--- src/rtl/bk_adder_pkg.sv ---
// Shared constants and helpers for the pipelined Brent-Kung adder/subtractor.
package bk_adder_pkg;

    localparam logic OP_ADD = 1'b0;
    localparam logic OP_SUB = 1'b1;

    // Fixed pipeline depth: operand decode, prefix network, output register.
    localparam int unsigned LATENCY = 3;

    function automatic int unsigned clog2(input int unsigned value);
        int unsigned res;
        res = 0;
        while ((64'd1 << res) < 64'(value)) begin
            res++;
        end
        return res;
    endfunction

endpackage

--- src/rtl/bk_prefix_tree.sv ---
// Combinational Brent-Kung carry network; carry-in is folded into bit 0 so every
// output carry is a plain group generate.
module bk_prefix_tree
    import bk_adder_pkg::*;
#(
    parameter int unsigned WIDTH = 32
) (
    input  logic [WIDTH-1:0] g,
    input  logic [WIDTH-1:0] p,
    input  logic             c0,
    output logic [WIDTH:1]   c
);

    localparam int unsigned LOG_W  = clog2(WIDTH);
    localparam int unsigned LEVELS = 2 * LOG_W - 1;

    // Level 0 holds bit (g,p); levels 1..LOG_W sweep up, the rest sweep down.
    for (genvar k = 0; k <= LEVELS; k++) begin : g_lvl
        logic [WIDTH-1:0] gg;
        logic [WIDTH-1:0] pp;

        if (k == 0) begin : g_init
            assign gg = {g[WIDTH-1:1], g[0] | (p[0] & c0)};
            assign pp = p;
        end else begin : g_comb
            localparam int unsigned STRIDE = (k <= LOG_W) ? (1 << k) : (1 << (2 * LOG_W - k));
            localparam int unsigned DIST   = STRIDE / 2;

            for (genvar i = 0; i < WIDTH; i++) begin : g_bit
                localparam bit HIT = (k <= LOG_W) ? (((i + 1) % STRIDE) == 0)
                                                  : ((((i + 1) % STRIDE) == DIST) && (i >= STRIDE));
                if (HIT) begin : g_op
                    assign gg[i] = g_lvl[k-1].gg[i] | (g_lvl[k-1].pp[i] & g_lvl[k-1].gg[i-DIST]);
                    assign pp[i] = g_lvl[k-1].pp[i] & g_lvl[k-1].pp[i-DIST];
                end else begin : g_pass
                    assign gg[i] = g_lvl[k-1].gg[i];
                    assign pp[i] = g_lvl[k-1].pp[i];
                end
            end
        end
    end

    assign c = g_lvl[LEVELS].gg;

    // Group propagates of the last level have no consumer.
    logic unused_pp;
    assign unused_pp = ^g_lvl[LEVELS].pp;

endmodule

--- src/rtl/bk_adder_pipe.sv ---
// Three-stage Brent-Kung adder/subtractor with valid/ready flow control and
// carry/overflow/zero flags; the whole pipe advances or holds as one.
module bk_adder_pipe
    import bk_adder_pkg::*;
#(
    parameter int unsigned WIDTH = 32
) (
    input  logic             clk,
    input  logic             rst,
    input  logic             in_valid,
    output logic             in_ready,
    input  logic [WIDTH-1:0] in_a,
    input  logic [WIDTH-1:0] in_b,
    input  logic             in_cin,
    input  logic             in_sub,
    output logic             out_valid,
    input  logic             out_ready,
    output logic [WIDTH-1:0] out_sum,
    output logic             out_cout,
    output logic             out_ovf,
    output logic             out_zero
);

    logic             en;
    logic [WIDTH-1:0] bop;
    logic             c0;
    logic             v1_q, v2_q, out_valid_q;
    logic [WIDTH-1:0] g1_q, p1_q, p2_q;
    logic             c0_1_q, c0_2_q;
    logic [WIDTH:1]   carry, c2_q;
    logic [WIDTH-1:0] sum_d, sum_q;
    logic             cout_q, ovf_q, zero_q;

    assign en       = ~out_valid_q | out_ready;
    assign in_ready = en;

    assign bop = (in_sub == OP_ADD) ? in_b : ~in_b;
    assign c0  = (in_sub == OP_SUB) ? 1'b1 : in_cin;

    always_ff @(posedge clk) begin
        if (rst) begin
            v1_q        <= 1'b0;
            v2_q        <= 1'b0;
            out_valid_q <= 1'b0;
        end else if (en) begin
            v1_q        <= in_valid & in_ready;
            v2_q        <= v1_q;
            out_valid_q <= v2_q;
        end
    end

    // Datapath stages carry don't-care data alongside empty valid slots.
    always_ff @(posedge clk) begin
        if (en) begin
            g1_q   <= in_a & bop;
            p1_q   <= in_a ^ bop;
            c0_1_q <= c0;
            c2_q   <= carry;
            p2_q   <= p1_q;
            c0_2_q <= c0_1_q;
        end
    end

    bk_prefix_tree #(
        .WIDTH(WIDTH)
    ) u_tree (
        .g (g1_q),
        .p (p1_q),
        .c0(c0_1_q),
        .c (carry)
    );

    assign sum_d = p2_q ^ {c2_q[WIDTH-1:1], c0_2_q};

    always_ff @(posedge clk) begin
        if (rst) begin
            sum_q  <= '0;
            cout_q <= 1'b0;
            ovf_q  <= 1'b0;
            zero_q <= 1'b0;
        end else if (en && v2_q) begin
            sum_q  <= sum_d;
            cout_q <= c2_q[WIDTH];
            ovf_q  <= c2_q[WIDTH] ^ c2_q[WIDTH-1];
            zero_q <= ~|sum_d;
        end
    end

    assign out_valid = out_valid_q;
    assign out_sum   = sum_q;
    assign out_cout  = cout_q;
    assign out_ovf   = ovf_q;
    assign out_zero  = zero_q;

endmodule
--- config.mk ---
export PLATFORM = sky130hd
export DESIGN_NAME = bk_adder_pipe
export DESIGN_NICKNAME = d
export VERILOG_FILES = /design/src/rtl/bk_adder_pkg.sv /design/src/rtl/bk_prefix_tree.sv /design/src/rtl/bk_adder_pipe.sv
export SDC_FILE = /design/constraint.sdc
export NUM_CORES = 1
export LEC_CHECK = 0
export BUFFER_PORTS_ARGS = -buffer_cell sky130_fd_sc_hd__buf_4
export CORE_MARGIN = 4
export CORE_UTILIZATION = 25
export DETAILED_ROUTE_END_ITERATION = 12
export HOLD_SLACK_MARGIN = 0.06
export PLACE_DENSITY = 0.46
export RECOVER_POWER = 50
export SYNTH_ARGS = -nofsm -noshare
export SYNTH_HDL_FRONTEND = slang
export SYNTH_SLANG_ARGS = --single-unit
--- constraint.sdc ---
create_clock -name clk -period 6.34 [get_ports clk]
set_input_delay 1.268 -clock clk [delete_from_list [all_inputs] [get_ports clk]]
set_output_delay 1.268 -clock clk [all_outputs]
set_load 0.05 [all_outputs]
==> results.cfg, run 1 <==
[die]
ioPinCount = 107
die-width_um = 173
die_area_sq_mm = 0.0298
die_h_um = 173
rows = 59
start_util_pct = 25.7
fp.coreArea_sq_mm = 0.0264

[sta]
hold_viol_final = 0
worst_slew_pin_slew_ns = 3.61
rsz0062_at_grt = no
setup_viol = 0
period_share_pct = 67.0
final_max_slew_viol_count = 104
fin_tns_setup_ns = 0
clock_skew_ns = 0.00715
hold_ws_ns = 0.454
fmax_mhz = 235
min_period_ns = 4.25
relSlewSlack_pct = -141

[cts]
path_clk_slew_ns = 0.06
clk_root_buffer_cell = clkbuf_16
cts_tree = done
post_cts_buffers = 0
cts.sinks = 168
clkLatencyLatePin_ns = 0.42
h-tree-depth = 4
cts.repair.resized = 0
clock_path_buffers = 2
cts_buffers = 17
cts_hold_buffers = 0

[route]
drcViolationCount = 0
vias = 3794
drt-vias-per-instance = 4.15
wl_per_cell_um = 15.2
detail-route-antenna-nets = 0
first_pass_iters = 5
drt-total-wl_um = 13900
drt_iter0_markers = 218

[cells_and_area]
layout-drive-gt1-share_pct = 24.1
final_cell_mix = edfxtp_1 (130), buf_4 (105), nor2_1 (40)
fin_area_sq_mm = 0.00846
final_common_cell = edfxtp_1
fin_cells = 915
diodes = 0
syn_to_final_growth_pct = 25.0
nNetsFinal = 669

[pwr]
p_switching_mw = 0.740
powerDensity_mw_per_mm2 = 337
switching_share_pct = 25.9
p_int_mw = 2.11
combPwrFrac_pct = 13.6
power_frac_seq_pct = 50.8
power.leakage_nw = 3.40
clkPwrFrac_pct = 35.6
ir_worst_vdd_v = 0.000175

[worst_setup_path]
worst_ep_arrival_time_ns = 4.54
crit_fanout = 69
worstSetupPathType = in -> reg
startpoint_type = input port
r2r_start = out_valid
startpoint = out_ready
endpoint_kind = flop
worstPathRequired_ns = 6.64

[placed_design]
dp.cells = 883
dp_hpwl_um = 10400
portBuffers = 106
gp_congestion = 0.761
place_area_sq_mm = 0.00795

[logic_synthesis]
synth_simple_gate_area_share_pct = 5.36
synthDistinctLibCells = 34
synth_xor_area_share_pct = 8.41
synth_seq_area_share_pct = 68.9
synth_mux_area_share_pct = 0.148
synth_compound_area_share_pct = 10.1
synth_top_area_share_pct = 57.7
synth-seq-cells = 168
yosys.area_share.adder_pct = 5.91
yosysTopAreaCell = edfxtp_1
avgSynthCellArea_sq_um = 14.8
yosys-top-cells-area = edfxtp_1 (58%), dfxtp_1 (11%), ha_1 (5.9%), xor2_1 (4.3%), xnor2_1 (4.1%)
ys_warn_count = 0
netlist_area_sq_mm = 0.00677
synth_top_family_by_area = compound AO/OA/AOI/OAI gates
syn_inst = 456
synth_nets = 558

[global_routing]
overflow = 0
grt_pass1_vias = 4102
grt_usage_pct = 9.61
grt_max_degree = 70
grt_pass1_wl_um = 22200
antenna_found_initial = 0

[worst_hold_path]
min-delay-start = c0_1_q
hold_path_class = reg -> reg

[job]
drv_cap = 2

[outcome]
status = complete, but fails checks
violations = max-capacitance violations, max-slew violations
==> per-layer routing <==
metal	GRT usage [%]	wire length, um	vias up
met3	3.12	622	19
met1	11.9	6210	1757
met5	0	0	-
met4	3.93	306	0
li1	-	-	1929
met2	15.6	6760	89
==> power by group through the flow <==
stage                     clock network [mW]  registers (mW)  logic, mW
after detailed placement                   0            1.48      0.411
final                                   1.01            1.45      0.389
after global routing                    1.10            1.47      0.433
after CTS                               1.04            1.45      0.412
after floorplan                            0            1.50      0.214
after global placement                     0            1.47      0.408
==> final cells by class <==
type	count	area [sq um]
Fill cell	2578	17900
Multi-Input combinational cell	267	1980
Inverter	5	18.8
Clock buffer	19	433
Tap cell	335	419
Timing Repair Buffer	108	803
Sequential cell	168	4660
Clock inverter	13	146
==> critical path: stages <==
cell      delay (ns)
clkbuf_4        0.10
nand2b_1        0.19
clkbuf_1        2.56
mux2i_1         0.37
nor2_1          0.06
==> worst paths after layout <==
path                                to  slack (ns)  cells after the start
worst min-delay path            c0_2_q        0.45                      0
worst max-delay path              v1_q        2.09                      5
worst max register to register    v1_q        2.76                      4
worst min register to register  c0_2_q        0.45                      0
==> metrics by stage <==
step                      setup slack, ns  total power [mW]  utilization [%]
final                                2.09              2.85             32.1
after global placement               3.10              1.88             30.2
after detailed placement             2.97              1.89             30.2
after global routing                 1.73              3.00             32.1
after floorplan                      1.80              1.71                -
after CTS                            3.33              2.91             32.4
==> logic make-up (layout without fill, tap and decap cells) <==
logic type               Yosys count  count (layout)
multiplexers                       1               1
flip-flops                       168             168
XOR/XNOR                          65              65
adder cells (fa/ha/maj)           32              32
AO/OA/AOI/OAI                     92              92
AND/OR/NAND/NOR                   77              77
buffers and inverters             21             145
==> sequential cells by signal (all words and copies together), names as in the netlist <==
signal and cells:
c0_1_q 1, p1_q 32, v1_q 1, c0_2_q 1
c2_q 32, out_valid 1, v2_q 1, out_cout 1
out_sum 32, g1_q 32, out_zero 1, p2_q 32
out_ovf 1
==> cell usage after synthesis <==
master and instances:
nand2_1 14, ha_1 32, a21o_1 25, a31oi_4 2, xor2_1 33, edfxtp_1 130
mux2i_1 1, nand2b_1 2, a31o_4 1, a221o_1 1, a211o_4 1, a21oi_2 1
a211oi_1 33, o21ai_1 2, clkbuf_1 13, nand3_1 2, a41o_1 1, and4_1 2
nor3_1 1, o21ai_0 5, a21oi_1 17, nor2_1 40, xnor2_1 32, buf_1 3
nand4_4 1, and2_1 3, dfxtp_1 38, nor4_1 2, inv_1 5, nand4_1 8
and3_1 1, o21bai_1 1, or2_2 1, o21a_1 2
Note: power is estimated with default switching activity, not from simulation.
==> run 2: changes to the inputs <==
Clock period 6.34 ns to 3.5 ns, I/O delays scaled along.
==> run 2 against run 1 <==
Effect of this change: the run ends with max-capacitance violations left; sequential share of layout area fell by 0.28 points; first-iteration DRC count fell by 12%; cell area rose by 0.50%; non-clock buffer count rose by 1; combinational power rose by 83%; total power rose by 79%; routed wire length rose by 0.46%; utilization rose by 0.16 points; largest power group unchanged.
==> results.cfg, run 2 (synthesized netlist as in run 1, its figures left out) <==
[worst_setup_path]
r2r_start = out_valid
worstPathRequired_ns = 3.82
r2r-end = out_sum[8]
regToRegSetupSlack_ns = 0.93
worstSetupPathType = in -> reg
worst_ep_arrival_time_ns = 2.99
endpoint_kind = flop
startpoint_type = input port
crit_fanout = 40
rr_worst_depth = 5

[placed_design]
portBuffers = 106
dp_hpwl_um = 10700
place_area_sq_mm = 0.00796
gp_congestion = 0.740

[pwr]
power_frac_seq_pct = 51.6
powerDensity_mw_per_mm2 = 600
ir_worst_vdd_v = 0.000259
switching_share_pct = 26.0
p_switching_mw = 1.33
p_int_mw = 3.77
clkPwrFrac_pct = 34.5
power.leakage_nw = 3.44
combPwrFrac_pct = 13.9

[cts]
cts_tree = done
path_clk_slew_ns = 0.06
cts_buffers = 17
h-tree-depth = 4
cts_hold_buffers = 0
clk_root_buffer_cell = clkbuf_16
clkLatencyLatePin_ns = 0.42
clock_path_buffers = 2
cts.sinks = 168
cts.repair.resized = 0
post_cts_buffers = 0

[job]
drv_cap = 1

[global_routing]
grt_pass1_vias = 4203
antenna_found_initial = 0
grt_max_degree = 74
overflow = 0
grt_usage_pct = 9.74
grt_pass1_wl_um = 22600

[die]
die_area_sq_mm = 0.0298
ioPinCount = 107
die-width_um = 173
start_util_pct = 25.7
die_h_um = 173
fp.coreArea_sq_mm = 0.0264
rows = 59

[sta]
min_period_ns = 2.67
fmax_mhz = 374
relSlewSlack_pct = 0.164
fin_tns_setup_ns = 0
final_max_slew_viol_count = 0
hold_viol_final = 0
worst_slew_pin_slew_ns = 1.50
setup_viol = 0
period_share_pct = 76.3
clock_skew_ns = 0.00771
rsz0062_at_grt = no

[cells_and_area]
layout-drive-gt1-share_pct = 25.1
fillCellCount = 2581
diodes = 0
syn_to_final_growth_pct = 25.6
final_common_cell = edfxtp_1
fin_area_sq_mm = 0.00850
nNetsFinal = 670
final_cell_mix = edfxtp_1 (130), buf_4 (107), nor2_1 (40)

[route]
wl_per_cell_um = 15.2
drt_iter0_markers = 192
drt-vias-per-instance = 4.16
first_pass_iters = 4
drt-total-wl_um = 14000
drcViolationCount = 0
detail-route-antenna-nets = 0
vias = 3811

[worst_hold_path]
min-delay-start = p1_q[0]
whs_path_depth = 0
hold_path_class = reg -> reg
worst_hold_path.endpoint = p2_q[0]

[outcome]
status = complete, but fails checks
violations = max-capacitance violations
## run 2: changes by cell type in the layout (fill, tap and decap cells not counted), sizes merged
cell	delta
clkinvlp	-6
clkinv	+5
buf	+2
bufinv	-2
clkbuf	+1
inv	+1
## run 2: routing by layer
metal	global-route usage [%]	vias to the layer above	routed length [um]
li1	-	1935	-
met1	12.0	1768	6190
met2	16.0	92	6780
met3	3.49	16	705
met4	3.43	0	289
met5	0	-	0
## run 2: worst max path at each step
stage	startpoint	endpoint	slack, ns
6_report	out_ready	out_sum[8]	0.83
5_1_grt	out_ready	out_sum[14]	0.53
4_1_cts	p1_q[0]	c2_q[32]	1.06
3_5_place_dp	p1_q[0]	c2_q[32]	1.07
3_3_place_gp	p1_q[0]	c2_q[32]	1.12
2_1_floorplan	out_ready	out_sum[17]	0.39
## run 2: critical path, stage by stage
cell and delay (ns):
clkbuf_4 0.10, nand2b_1 0.32, and2_0 1.04, buf_4 0.52, nor2_1 0.07, a211oi_1 0.24
## run 2: final cells by class
type	instances	area (sq um)	share of cell area, %
multi-input combinational	267	2020	23.7
inverter	5	18.8	0.221
sequential	168	4660	54.8
tap	335	419	4.93
timing repair buffer	109	816	9.59
clock buffer	21	482	5.66
clock inverter	11	86.3	1.02
## run 2: per-stage QoR
stage	hold WS, ns	cells	power, mW	util, %	setup slack [ns]
6_report	0.453	916	5.10	32.3	0.828
5_1_grt	0.468	916	5.36	32.3	0.533
4_1_cts	0.455	916	5.18	32.3	1.06
3_5_place_dp	0.439	884	3.41	30.2	1.07
3_3_place_gp	0.434	884	3.40	30.2	1.12
2_1_floorplan	0.427	456	3.10	-	0.390
## run 2: power groups by stage
stage	sequential, mW	clock, mW	combinational, mW
3_3_place_gp	2.67	0	0.732
6_report	2.63	1.76	0.711
4_1_cts	2.64	1.81	0.740
3_5_place_dp	2.68	0	0.736
5_1_grt	2.67	1.90	0.790
2_1_floorplan	2.71	0	0.388
